$ cat config.mk
export PLATFORM = sky130hd
export DESIGN_NAME = mem_bus_decoder
export DESIGN_NICKNAME = d
export VERILOG_FILES = /design/src/rtl/mem_bus_decoder.sv
export SDC_FILE = /design/constraint.sdc
export NUM_CORES = 1
export LEC_CHECK = 0
export CORE_MARGIN = 2
export CORE_UTILIZATION = 42
export DETAILED_ROUTE_END_ITERATION = 10
export PLACE_DENSITY = 0.8
export SYNTH_ARGS = -nofsm -noshare
export SYNTH_HDL_FRONTEND = slang
export SYNTH_SLANG_ARGS = --single-unit
$ cat constraint.sdc
create_clock -name clk -period 2 [get_ports clk]
set_input_delay 0.4 -clock clk [delete_from_list [all_inputs] [get_ports clk]]
set_output_delay 0.4 -clock clk [all_outputs]
set_load 0.05 [all_outputs]
$ cat src/rtl/mem_bus_decoder.sv
// Address decoder and access sequencer from the processor port to N base/mask regions.
// Latency: mapped 2+W cycles from accepted strobe to cpuReady, unmapped 1; requests are only taken in IDLE.
module mem_bus_decoder #(
    parameter int ADDR_W    = 16,
    parameter int DATA_W    = 8,
    parameter int N_REGIONS = 4,
    parameter logic [N_REGIONS*ADDR_W-1:0] REGION_BASE = {16'h8000, 16'hE000, 16'h0800, 16'h0000},
    parameter logic [N_REGIONS*ADDR_W-1:0] REGION_MASK = {16'hF000, 16'hE000, 16'hF800, 16'hF800},
    parameter logic [N_REGIONS*4-1:0]      REGION_WAIT = {4'd1, 4'd0, 4'd2, 4'd0},
    parameter logic [DATA_W-1:0]           OPEN_BUS    = 8'hFF
) (
    input  logic                          clk,
    input  logic                          reset,
    input  logic [ADDR_W-1:0]             cpuAddr,
    input  logic                          cpuStrobe,
    input  logic                          cpuWrite,
    input  logic [DATA_W-1:0]             cpuDataWrite,
    output logic [DATA_W-1:0]             cpuDataRead,
    output logic                          cpuReady,
    output logic                          cpuFault,
    output logic [ADDR_W-1:0]             faultAddr,
    output logic [ADDR_W-1:0]             regAddr,
    output logic [DATA_W-1:0]             regDataWrite,
    output logic                          regWrite,
    output logic [N_REGIONS-1:0]          regStrobe,
    input  logic [N_REGIONS*DATA_W-1:0]   regDataRead
);

    localparam int IDX_W = (N_REGIONS > 1) ? $clog2(N_REGIONS) : 1;

    typedef enum logic [1:0] {IDLE, STROBE, WAIT, FINISH} state_t;

    state_t             state, stateNext;
    logic               hit;
    logic [IDX_W-1:0]   hitIdx;
    logic [IDX_W-1:0]   idx;
    logic               faulted;
    logic [3:0]         waitCnt;
    logic [3:0]         idxWait;
    logic [DATA_W-1:0]  idxData;

    // Scan from the top so the lowest matching index is the one left standing.
    always_comb begin
        hit    = 1'b0;
        hitIdx = '0;
        for (int i = N_REGIONS - 1; i >= 0; i--) begin
            if ((cpuAddr & REGION_MASK[i*ADDR_W +: ADDR_W]) ==
                (REGION_BASE[i*ADDR_W +: ADDR_W] & REGION_MASK[i*ADDR_W +: ADDR_W])) begin
                hit    = 1'b1;
                hitIdx = IDX_W'(i);
            end
        end
    end

    assign idxWait = REGION_WAIT[idx*4 +: 4];
    assign idxData = regDataRead[idx*DATA_W +: DATA_W];

    always_ff @(posedge clk) begin
        if (!reset) begin
            state <= IDLE;
        end else begin
            state <= stateNext;
        end
    end

    always_comb begin
        stateNext = state;
        regStrobe = '0;
        cpuReady  = 1'b0;
        cpuFault  = 1'b0;
        case (state)
            IDLE: begin
                if (cpuStrobe) begin
                    stateNext = hit ? STROBE : FINISH;
                end
            end
            STROBE: begin
                regStrobe[idx] = 1'b1;
                stateNext      = (idxWait != 4'd0) ? WAIT : FINISH;
            end
            WAIT: begin
                if (waitCnt == 4'd1) begin
                    stateNext = FINISH;
                end
            end
            FINISH: begin
                cpuReady  = 1'b1;
                cpuFault  = faulted;
                stateNext = IDLE;
            end
            default: stateNext = IDLE;
        endcase
    end

    // Read data is captured on the same edge that moves the FSM into FINISH.
    always_ff @(posedge clk) begin
        if (!reset) begin
            cpuDataRead  <= '0;
            faultAddr    <= '0;
            regAddr      <= '0;
            regDataWrite <= '0;
            regWrite     <= 1'b0;
            idx          <= '0;
            faulted      <= 1'b0;
            waitCnt      <= 4'd0;
        end else begin
            case (state)
                IDLE: begin
                    if (cpuStrobe) begin
                        regAddr      <= cpuAddr;
                        regDataWrite <= cpuDataWrite;
                        regWrite     <= cpuWrite;
                        idx          <= hitIdx;
                        faulted      <= !hit;
                        if (!hit) begin
                            faultAddr <= cpuAddr;
                            if (!cpuWrite) begin
                                cpuDataRead <= OPEN_BUS;
                            end
                        end
                    end
                end
                STROBE: begin
                    waitCnt <= idxWait;
                    if (idxWait == 4'd0 && !regWrite) begin
                        cpuDataRead <= idxData;
                    end
                end
                WAIT: begin
                    waitCnt <= waitCnt - 4'd1;
                    if (waitCnt == 4'd1 && !regWrite) begin
                        cpuDataRead <= idxData;
                    end
                end
                default: ;
            endcase
        end
    end

endmodule

==> flow_results.xml, run 1 <==
<?xml version="1.0" encoding="UTF-8"?>
<metrics>
  <group name="sta">
    <metric name="max-slew-margin-rel" unit="">0.632</metric>
    <metric name="worst_case_setup_margin_in_the_final_layout" unit="ns">0.0740</metric>
    <metric name="final_period_utilization" unit="">0.963</metric>
    <metric name="hold_viol" unit="">0</metric>
    <metric name="report.final.slew_viol_count" unit="">0</metric>
    <metric name="rsz0062_at_grt" unit="">no</metric>
    <metric name="clock-skew-final" unit="ns">0.00672</metric>
    <metric name="tightestPinTransition" unit="ns">0.551</metric>
    <metric name="min_period" unit="ns">1.93</metric>
    <metric name="setup-violations-final" unit="">0</metric>
    <metric name="max_freq" unit="MHz">519</metric>
  </group>
  <group name="drt">
    <metric name="via_count" unit="">2581</metric>
    <metric name="drt_pre_antenna_iters" unit="">4</metric>
    <metric name="final_antenna_net_count" unit="">0</metric>
    <metric name="wl" unit="um">7450</metric>
    <metric name="post_drt_via_cell_ratio" unit="">5.09</metric>
    <metric name="detail_route.drc_violations" unit="">0</metric>
    <metric name="detail_route.wl_per_cell" unit="um">14.7</metric>
    <metric name="initialDrtViolationCount" unit="">138</metric>
  </group>
  <group name="finish">
    <metric name="post_synthesis_to_final_layout_area_growth" unit="%">56.5</metric>
    <metric name="final_layout_size_suffix_gt1_frac" unit="">0.102</metric>
    <metric name="count_of_fill_cells_added_during_filler_insertion" unit="">493</metric>
    <metric name="seq_cell_area" unit="um2">1160</metric>
    <metric name="nNetsFinal" unit="">496</metric>
    <metric name="layout_commonest_cell" unit="">clkdlybuf4s50_1</metric>
    <metric name="mostFrequentLayoutCells" unit="">clkdlybuf4s50_1 (107), nand2_1 (81), dfxtp_1 (58)</metric>
    <metric name="postLayoutCoreUtil" unit="">0.690</metric>
    <metric name="n_antenna_cell" unit="">0</metric>
    <metric name="fin_area" unit="um2">4130</metric>
    <metric name="multi_input_area" unit="um2">1360</metric>
  </group>
  <group name="grt">
    <metric name="gr-total-overflow" unit="">0</metric>
    <metric name="first_global_vias" unit="">2544</metric>
    <metric name="grt_start_max_net_pins" unit="">29</metric>
    <metric name="grt_antenna_before_repair" unit="">0</metric>
    <metric name="first_pass_grt_wire_length" unit="um">12000</metric>
    <metric name="grt_usage" unit="">0.213</metric>
  </group>
  <group name="power">
    <metric name="p_leak" unit="nW">1.61</metric>
    <metric name="power_per_cell_area" unit="nW/um2">1280</metric>
    <metric name="vdd_drop_max" unit="V">0.000724</metric>
  </group>
  <group name="yosys">
    <metric name="asyncSetResetFlopFracSynth" unit="">0</metric>
    <metric name="synth.ff_latch_count" unit="">58</metric>
    <metric name="ys_seq_area_frac" unit="">0.440</metric>
    <metric name="synth-edff-count" unit="">0</metric>
    <metric name="dominantRegCellSynth" unit="">dfxtp_1</metric>
    <metric name="syn_area" unit="um2">2640</metric>
    <metric name="yosys.area.top_type_share" unit="">0.440</metric>
    <metric name="synth.distinct_cells" unit="">40</metric>
    <metric name="synth_area_leaders" unit="">dfxtp_1 (44%), nand2_1 (12%), mux2i_1 (11%)</metric>
    <metric name="synthesis.instances" unit="">310</metric>
    <metric name="net_count_after_synthesis" unit="">378</metric>
    <metric name="synth.avg_cell_area" unit="um2">8.52</metric>
    <metric name="post-synth-top-area-cell" unit="">dfxtp_1</metric>
    <metric name="synth-warning-count" unit="">0</metric>
  </group>
  <group name="clock_network">
    <metric name="cts.clk_slew.worst_paths" unit="ns">0.07</metric>
    <metric name="clk_latency" unit="ns">0.33</metric>
    <metric name="cts_root_buffer" unit="">clkbuf_8</metric>
    <metric name="cts_inserted_buffers" unit="">9</metric>
    <metric name="tritoncts_clock_tree" unit="">yes</metric>
    <metric name="cts_max_level" unit="">3</metric>
    <metric name="clock_sink_count" unit="">58</metric>
    <metric name="cts-root-to-sink-buffers" unit="">2</metric>
  </group>
  <group name="status">
    <metric name="status" unit="">completed</metric>
  </group>
  <group name="floorplanning">
    <metric name="die_width" unit="um">83.3</metric>
    <metric name="die_h" unit="um">83.3</metric>
    <metric name="die-area" unit="um2">6940</metric>
    <metric name="design.core.area" unit="um2">5990</metric>
    <metric name="io_pins" unit="">115</metric>
    <metric name="std_cell_rows" unit="">28</metric>
    <metric name="initial_utilization" unit="">0.441</metric>
  </group>
  <group name="placement">
    <metric name="detailedPlacementHpwl" unit="um">5450</metric>
    <metric name="port_buffers" unit="">114</metric>
    <metric name="gp_congestion" unit="">0.818</metric>
    <metric name="detailedPlace.worstSlack" unit="ns">-0.00336</metric>
    <metric name="placement.cell_area" unit="um2">3910</metric>
  </group>
  <group name="critical_path">
    <metric name="worstPathRequired" unit="ns">1.60</metric>
    <metric name="critPathBufInv" unit="">1</metric>
    <metric name="largest_incremental_delay_on_the_critical_path" unit="ns">0.85</metric>
    <metric name="worstSetupEndpointType" unit="">output pin</metric>
    <metric name="crit_path_max_fanout" unit="">2</metric>
    <metric name="startpoint_type" unit="">register</metric>
    <metric name="arrival" unit="ns">1.53</metric>
    <metric name="cell_chain_of_the_critical_path" unit="">clkdlybuf4s50_1</metric>
    <metric name="crit_path_top_delay_cell" unit="">clkdlybuf4s50_1</metric>
    <metric name="cell_type_group_with_the_largest_total_delay_on_the_critical_path" unit="">buffers and inverters</metric>
    <metric name="crit_type" unit="">register to output pin</metric>
  </group>
  <group name="run">
    <metric name="maxCapViolations" unit="">0</metric>
  </group>
  <group name="worst_hold_path">
    <metric name="timing.hold.worst.class" unit="">register to register</metric>
  </group>
</metrics>
-- cells by family after synthesis --
logic type                 count (synthesis)  share of synthesized area
and+or+nand+nor                          122                      0.204
AOI/OAI and AO/OA                         65                      0.161
DFF                                       58                      0.440
muxes                                     29                      0.110
buffers and inverters                     28                     0.0478
adders and majority gates                  8                     0.0379
-- flip-flops by register name (all words and copies together) (netlist names) --
signal / flops
faulted: 1
regWrite: 1
state: 2
regAddr: 16
waitCnt: 4
idx: 2
cpuDataRead: 8
regDataWrite: 8
faultAddr: 16
-- metal layers --
metal | vias to the layer above | global-route usage | share of wire
li1 | 1292 | - | -
met1 | 1205 | 0.255 | 0.44
met4 | 0 | 0.0924 | 0.022
met2 | 65 | 0.375 | 0.51
met5 | - | 0 | 0
met3 | 19 | 0.0338 | 0.033
-- power by group --
| group | internal, mW | switching (mW) | total, mW |
|---|---|---|---|
| Clock | 0.726 | 0.465 | 1.19 |
| Combinational | 0.960 | 1.61 | 2.57 |
| Sequential | 1.41 | 0.141 | 1.55 |
-- layout make-up --
class                   instances  share of cell area
multi-input cells             224               0.328
repair buffers                128               0.309
well taps                      75              0.0227
inverters                       7             0.00636
clock buffers                  10              0.0333
clock inverters                 5              0.0191
flip-flops and latches         58               0.281
-- worst register-to-register path, stage by stage (launching register included) --
cell and delay (ns):
dfxtp_1 0.41, inv_1 0.13, ha_1 0.47, nor2b_2 0.40
a22oi_1 0.13, nand2_1 0.09, mux2i_1 0.06
-- cell usage after synthesis (2+ instances only) --
library cell,count
and3_1,3
dfxtp_1,58
buf_2,5
o21ai_0,3
a22oi_1,6
ha_1,8
buf_4,2
nand3_1,13
mux2i_1,29
nor2_1,7
nand2_1,81
a21boi_0,3
nor2b_1,5
o21a_1,2
a21oi_1,38
or3_1,2
inv_1,6
clkbuf_1,11
a221o_1,2
o211ai_1,2
buf_1,2
nor3_1,2
and2_1,3
-- per-stage QoR --
stage / hold WS (ns) / power (mW) / setup TNS (ns) / cells
6_report: 0.454 / 5.31 / 0 / 507
5_1_grt: 0.478 / 5.58 / 0 / 507
4_1_cts: 0.456 / 5.32 / 0 / 507
3_5_place_dp: 0.447 / 4.12 / -0.00336 / 492
3_3_place_gp: 0.442 / 4.06 / 0 / 492
2_1_floorplan: 0.444 / 3.29 / 0 / 310
-- repair_timing --
action	in CTS	in global routing
hold buffers	0	0
buffers inserted	0	0
gates resized for setup	0	1
hold endpoints to repair	0	0
setup endpoints to repair	0	8
-- path summary, 6_finish.rpt --
kind	startpoint	endpoint	slack (ns)	cells past startpoint
min	regDataWrite[6]	regDataWrite[6]	0.45	2
min reg2reg	regDataWrite[6]	regDataWrite[6]	0.45	2
max reg2reg	state[0]	cpuDataRead[6]	0.19	6
max	cpuDataRead[5]	cpuDataRead[5]	0.07	1
(Power assumes the default switching activity.)
==> run 2: changes to the inputs <==
--- a/config.mk
+++ b/config.mk
@@ -5,6 +5,7 @@
 export SDC_FILE = /design/constraint.sdc
 export NUM_CORES = 1
 export LEC_CHECK = 0
+export CAP_MARGIN = 40
 export CORE_MARGIN = 2
 export CORE_UTILIZATION = 42
 export DETAILED_ROUTE_END_ITERATION = 10
==> constraint.sdc (replaced) <==
create_clock -name clk -period 2.4 [get_ports clk]
set_input_delay 0.48 -clock clk [delete_from_list [all_inputs] [get_ports clk]]
set_output_delay 0.48 -clock clk [all_outputs]
set_load 0.05 [all_outputs]
==> flow_results.xml, run 2 (same netlist as run 1, synthesis figures left out) <==
<?xml version="1.0" encoding="UTF-8"?>
<metrics>
  <group name="critical_path">
    <metric name="crit_path_max_fanout" unit="">6</metric>
    <metric name="crit_type" unit="">register to output pin</metric>
    <metric name="worstSetupEndpointType" unit="">output pin</metric>
    <metric name="r2r_setup_slack" unit="ns">0.39</metric>
    <metric name="startpoint_type" unit="">register</metric>
    <metric name="crit_path_top_delay_cell" unit="">clkdlybuf4s50_1</metric>
    <metric name="largest_incremental_delay_on_the_critical_path" unit="ns">0.80</metric>
    <metric name="cell_chain_of_the_critical_path" unit="">ha_1 &gt; clkdlybuf4s50_1</metric>
    <metric name="arrival" unit="ns">1.74</metric>
    <metric name="worstPathRequired" unit="ns">1.92</metric>
  </group>
  <group name="drt">
    <metric name="initialDrtViolationCount" unit="">96</metric>
    <metric name="wl" unit="um">6940</metric>
    <metric name="post_drt_via_cell_ratio" unit="">5.07</metric>
    <metric name="drt_pre_antenna_iters" unit="">4</metric>
    <metric name="detail_route.drc_violations" unit="">0</metric>
    <metric name="via_count" unit="">2540</metric>
    <metric name="final_antenna_net_count" unit="">0</metric>
    <metric name="detail_route.wl_per_cell" unit="um">13.9</metric>
  </group>
  <group name="power">
    <metric name="fin_total_pwr" unit="mW">4.18</metric>
    <metric name="vdd_drop_max" unit="V">0.000591</metric>
    <metric name="p_leak" unit="nW">1.57</metric>
    <metric name="power_per_cell_area" unit="nW/um2">1040</metric>
  </group>
  <group name="status">
    <metric name="status" unit="">completed</metric>
  </group>
  <group name="clock_network">
    <metric name="cts_inserted_buffers" unit="">9</metric>
    <metric name="clk_latency" unit="ns">0.33</metric>
    <metric name="clock_sink_count" unit="">58</metric>
    <metric name="cts_max_level" unit="">3</metric>
    <metric name="cts_root_buffer" unit="">clkbuf_8</metric>
    <metric name="holdBufCountCts" unit="">0</metric>
    <metric name="tritoncts_clock_tree" unit="">yes</metric>
    <metric name="cts.clk_slew.worst_paths" unit="ns">0.07</metric>
    <metric name="cts-root-to-sink-buffers" unit="">2</metric>
  </group>
  <group name="finish">
    <metric name="largest_registers" unit="">faultAddr (16), regAddr (16)</metric>
    <metric name="layout_commonest_cell" unit="">clkdlybuf4s50_1</metric>
    <metric name="nNetsFinal" unit="">490</metric>
    <metric name="post_synthesis_to_final_layout_area_growth" unit="%">52.8</metric>
    <metric name="stdcell_count" unit="">501</metric>
    <metric name="final_layout_size_suffix_gt1_frac" unit="">0.0798</metric>
    <metric name="n_antenna_cell" unit="">0</metric>
    <metric name="mostFrequentLayoutCells" unit="">clkdlybuf4s50_1 (109), nand2_1 (81), dfxtp_1 (58)</metric>
  </group>
  <group name="sta">
    <metric name="hold_viol" unit="">0</metric>
    <metric name="clock-skew-final" unit="ns">0.00884</metric>
    <metric name="report.final.slew_viol_count" unit="">0</metric>
    <metric name="final.setup.tns" unit="ns">0</metric>
    <metric name="setup-violations-final" unit="">0</metric>
    <metric name="max-slew-margin-rel" unit="">0.594</metric>
    <metric name="max_freq" unit="MHz">450</metric>
    <metric name="rsz0062_at_grt" unit="">no</metric>
    <metric name="final_period_utilization" unit="">0.925</metric>
    <metric name="min_period" unit="ns">2.22</metric>
    <metric name="tightestPinTransition" unit="ns">0.608</metric>
    <metric name="worst_case_setup_margin_in_the_final_layout" unit="ns">0.180</metric>
  </group>
  <group name="grt">
    <metric name="first_global_vias" unit="">2396</metric>
    <metric name="gr-total-overflow" unit="">0</metric>
    <metric name="grt_usage" unit="">0.204</metric>
    <metric name="grt_antenna_before_repair" unit="">0</metric>
    <metric name="grt_start_max_net_pins" unit="">42</metric>
    <metric name="first_pass_grt_wire_length" unit="um">11500</metric>
  </group>
  <group name="placement">
    <metric name="place_inst" unit="">486</metric>
    <metric name="detailedPlace.worstSlack" unit="ns">0.204</metric>
    <metric name="port_buffers" unit="">114</metric>
    <metric name="gp_congestion" unit="">0.779</metric>
    <metric name="detailedPlacementHpwl" unit="um">5180</metric>
  </group>
  <group name="floorplanning">
    <metric name="design.core.area" unit="um2">5990</metric>
    <metric name="die_h" unit="um">83.3</metric>
    <metric name="io_pins" unit="">115</metric>
    <metric name="die-area" unit="um2">6940</metric>
    <metric name="die_width" unit="um">83.3</metric>
    <metric name="std_cell_rows" unit="">28</metric>
    <metric name="initial_utilization" unit="">0.441</metric>
  </group>
  <group name="run">
    <metric name="maxCapViolations" unit="">0</metric>
  </group>
  <group name="worst_hold_path">
    <metric name="timing.hold.worst.class" unit="">register to register</metric>
  </group>
</metrics>
-- run 2: cell count changes in the layout (fill, tap and decap cells not counted), moves of 2 or more --
cell / change
buf_12: -2
buf_4: -7
clkdlybuf4s50_1: +2
clkinv_2: +2
-- run 2: timing repair --
item                                    4_1_cts  5_1_grt
gates resized for setup                       0        1
endpoints found under the setup margin        0        1
setup buffers                                 0        0
-- run 2: layout make-up --
type / count / area, um2
clock buffers: 9 / 124
clock inverters: 6 / 58.8
fillers: 492 / 1950
inverters: 7 / 26.3
multi-input cells: 224 / 1350
flip-flops and latches: 58 / 1160
well taps: 75 / 93.8
repair buffers: 122 / 1220
-- run 2: worst paths after layout --
| check | from | end | cells after the start |
|---|---|---|---|
| min reg2reg | regAddr[10] | regAddr[10] | 2 |
| max | state[1] | cpuReady | 2 |
| min | regAddr[10] | regAddr[10] | 2 |
| max reg2reg | state[0] | cpuDataRead[0] | 5 |
-- run 2: stage by stage --
| stage | instance area, um2 | util | hold WS, ns |
|---|---|---|---|
| floorplan | 2640 | - | 0.444 |
| global placement | 3850 | 0.643 | 0.441 |
| detailed placement | 3850 | 0.643 | 0.446 |
| CTS | 4030 | 0.673 | 0.454 |
| global route | 4040 | 0.674 | 0.471 |
| finish | 4040 | 0.674 | 0.452 |
-- run 2: where the power goes --
| part | internal [mW] | total (mW) | switching (mW) |
|---|---|---|---|
| clock | 0.467 | 0.837 | 0.370 |
| combinational | 0.756 | 2.05 | 1.29 |
| sequential | 1.17 | 1.29 | 0.120 |
-- run 2: worst max-delay path, delay by kind of cell, from the launching register on --
| family | cells | cell delay (ns) |
|---|---|---|
| DFF | 1 | 0.41 |
| adders and majority gates | 1 | 0.20 |
| buffers and inverters | 1 | 0.80 |
-- run 2: layer usage --
layer / part of all wire / global-route usage
met1: 0.43 / 0.248
met2: 0.50 / 0.337
met3: 0.043 / 0.0487
met4: 0.024 / 0.0984
met5: 0 / 0
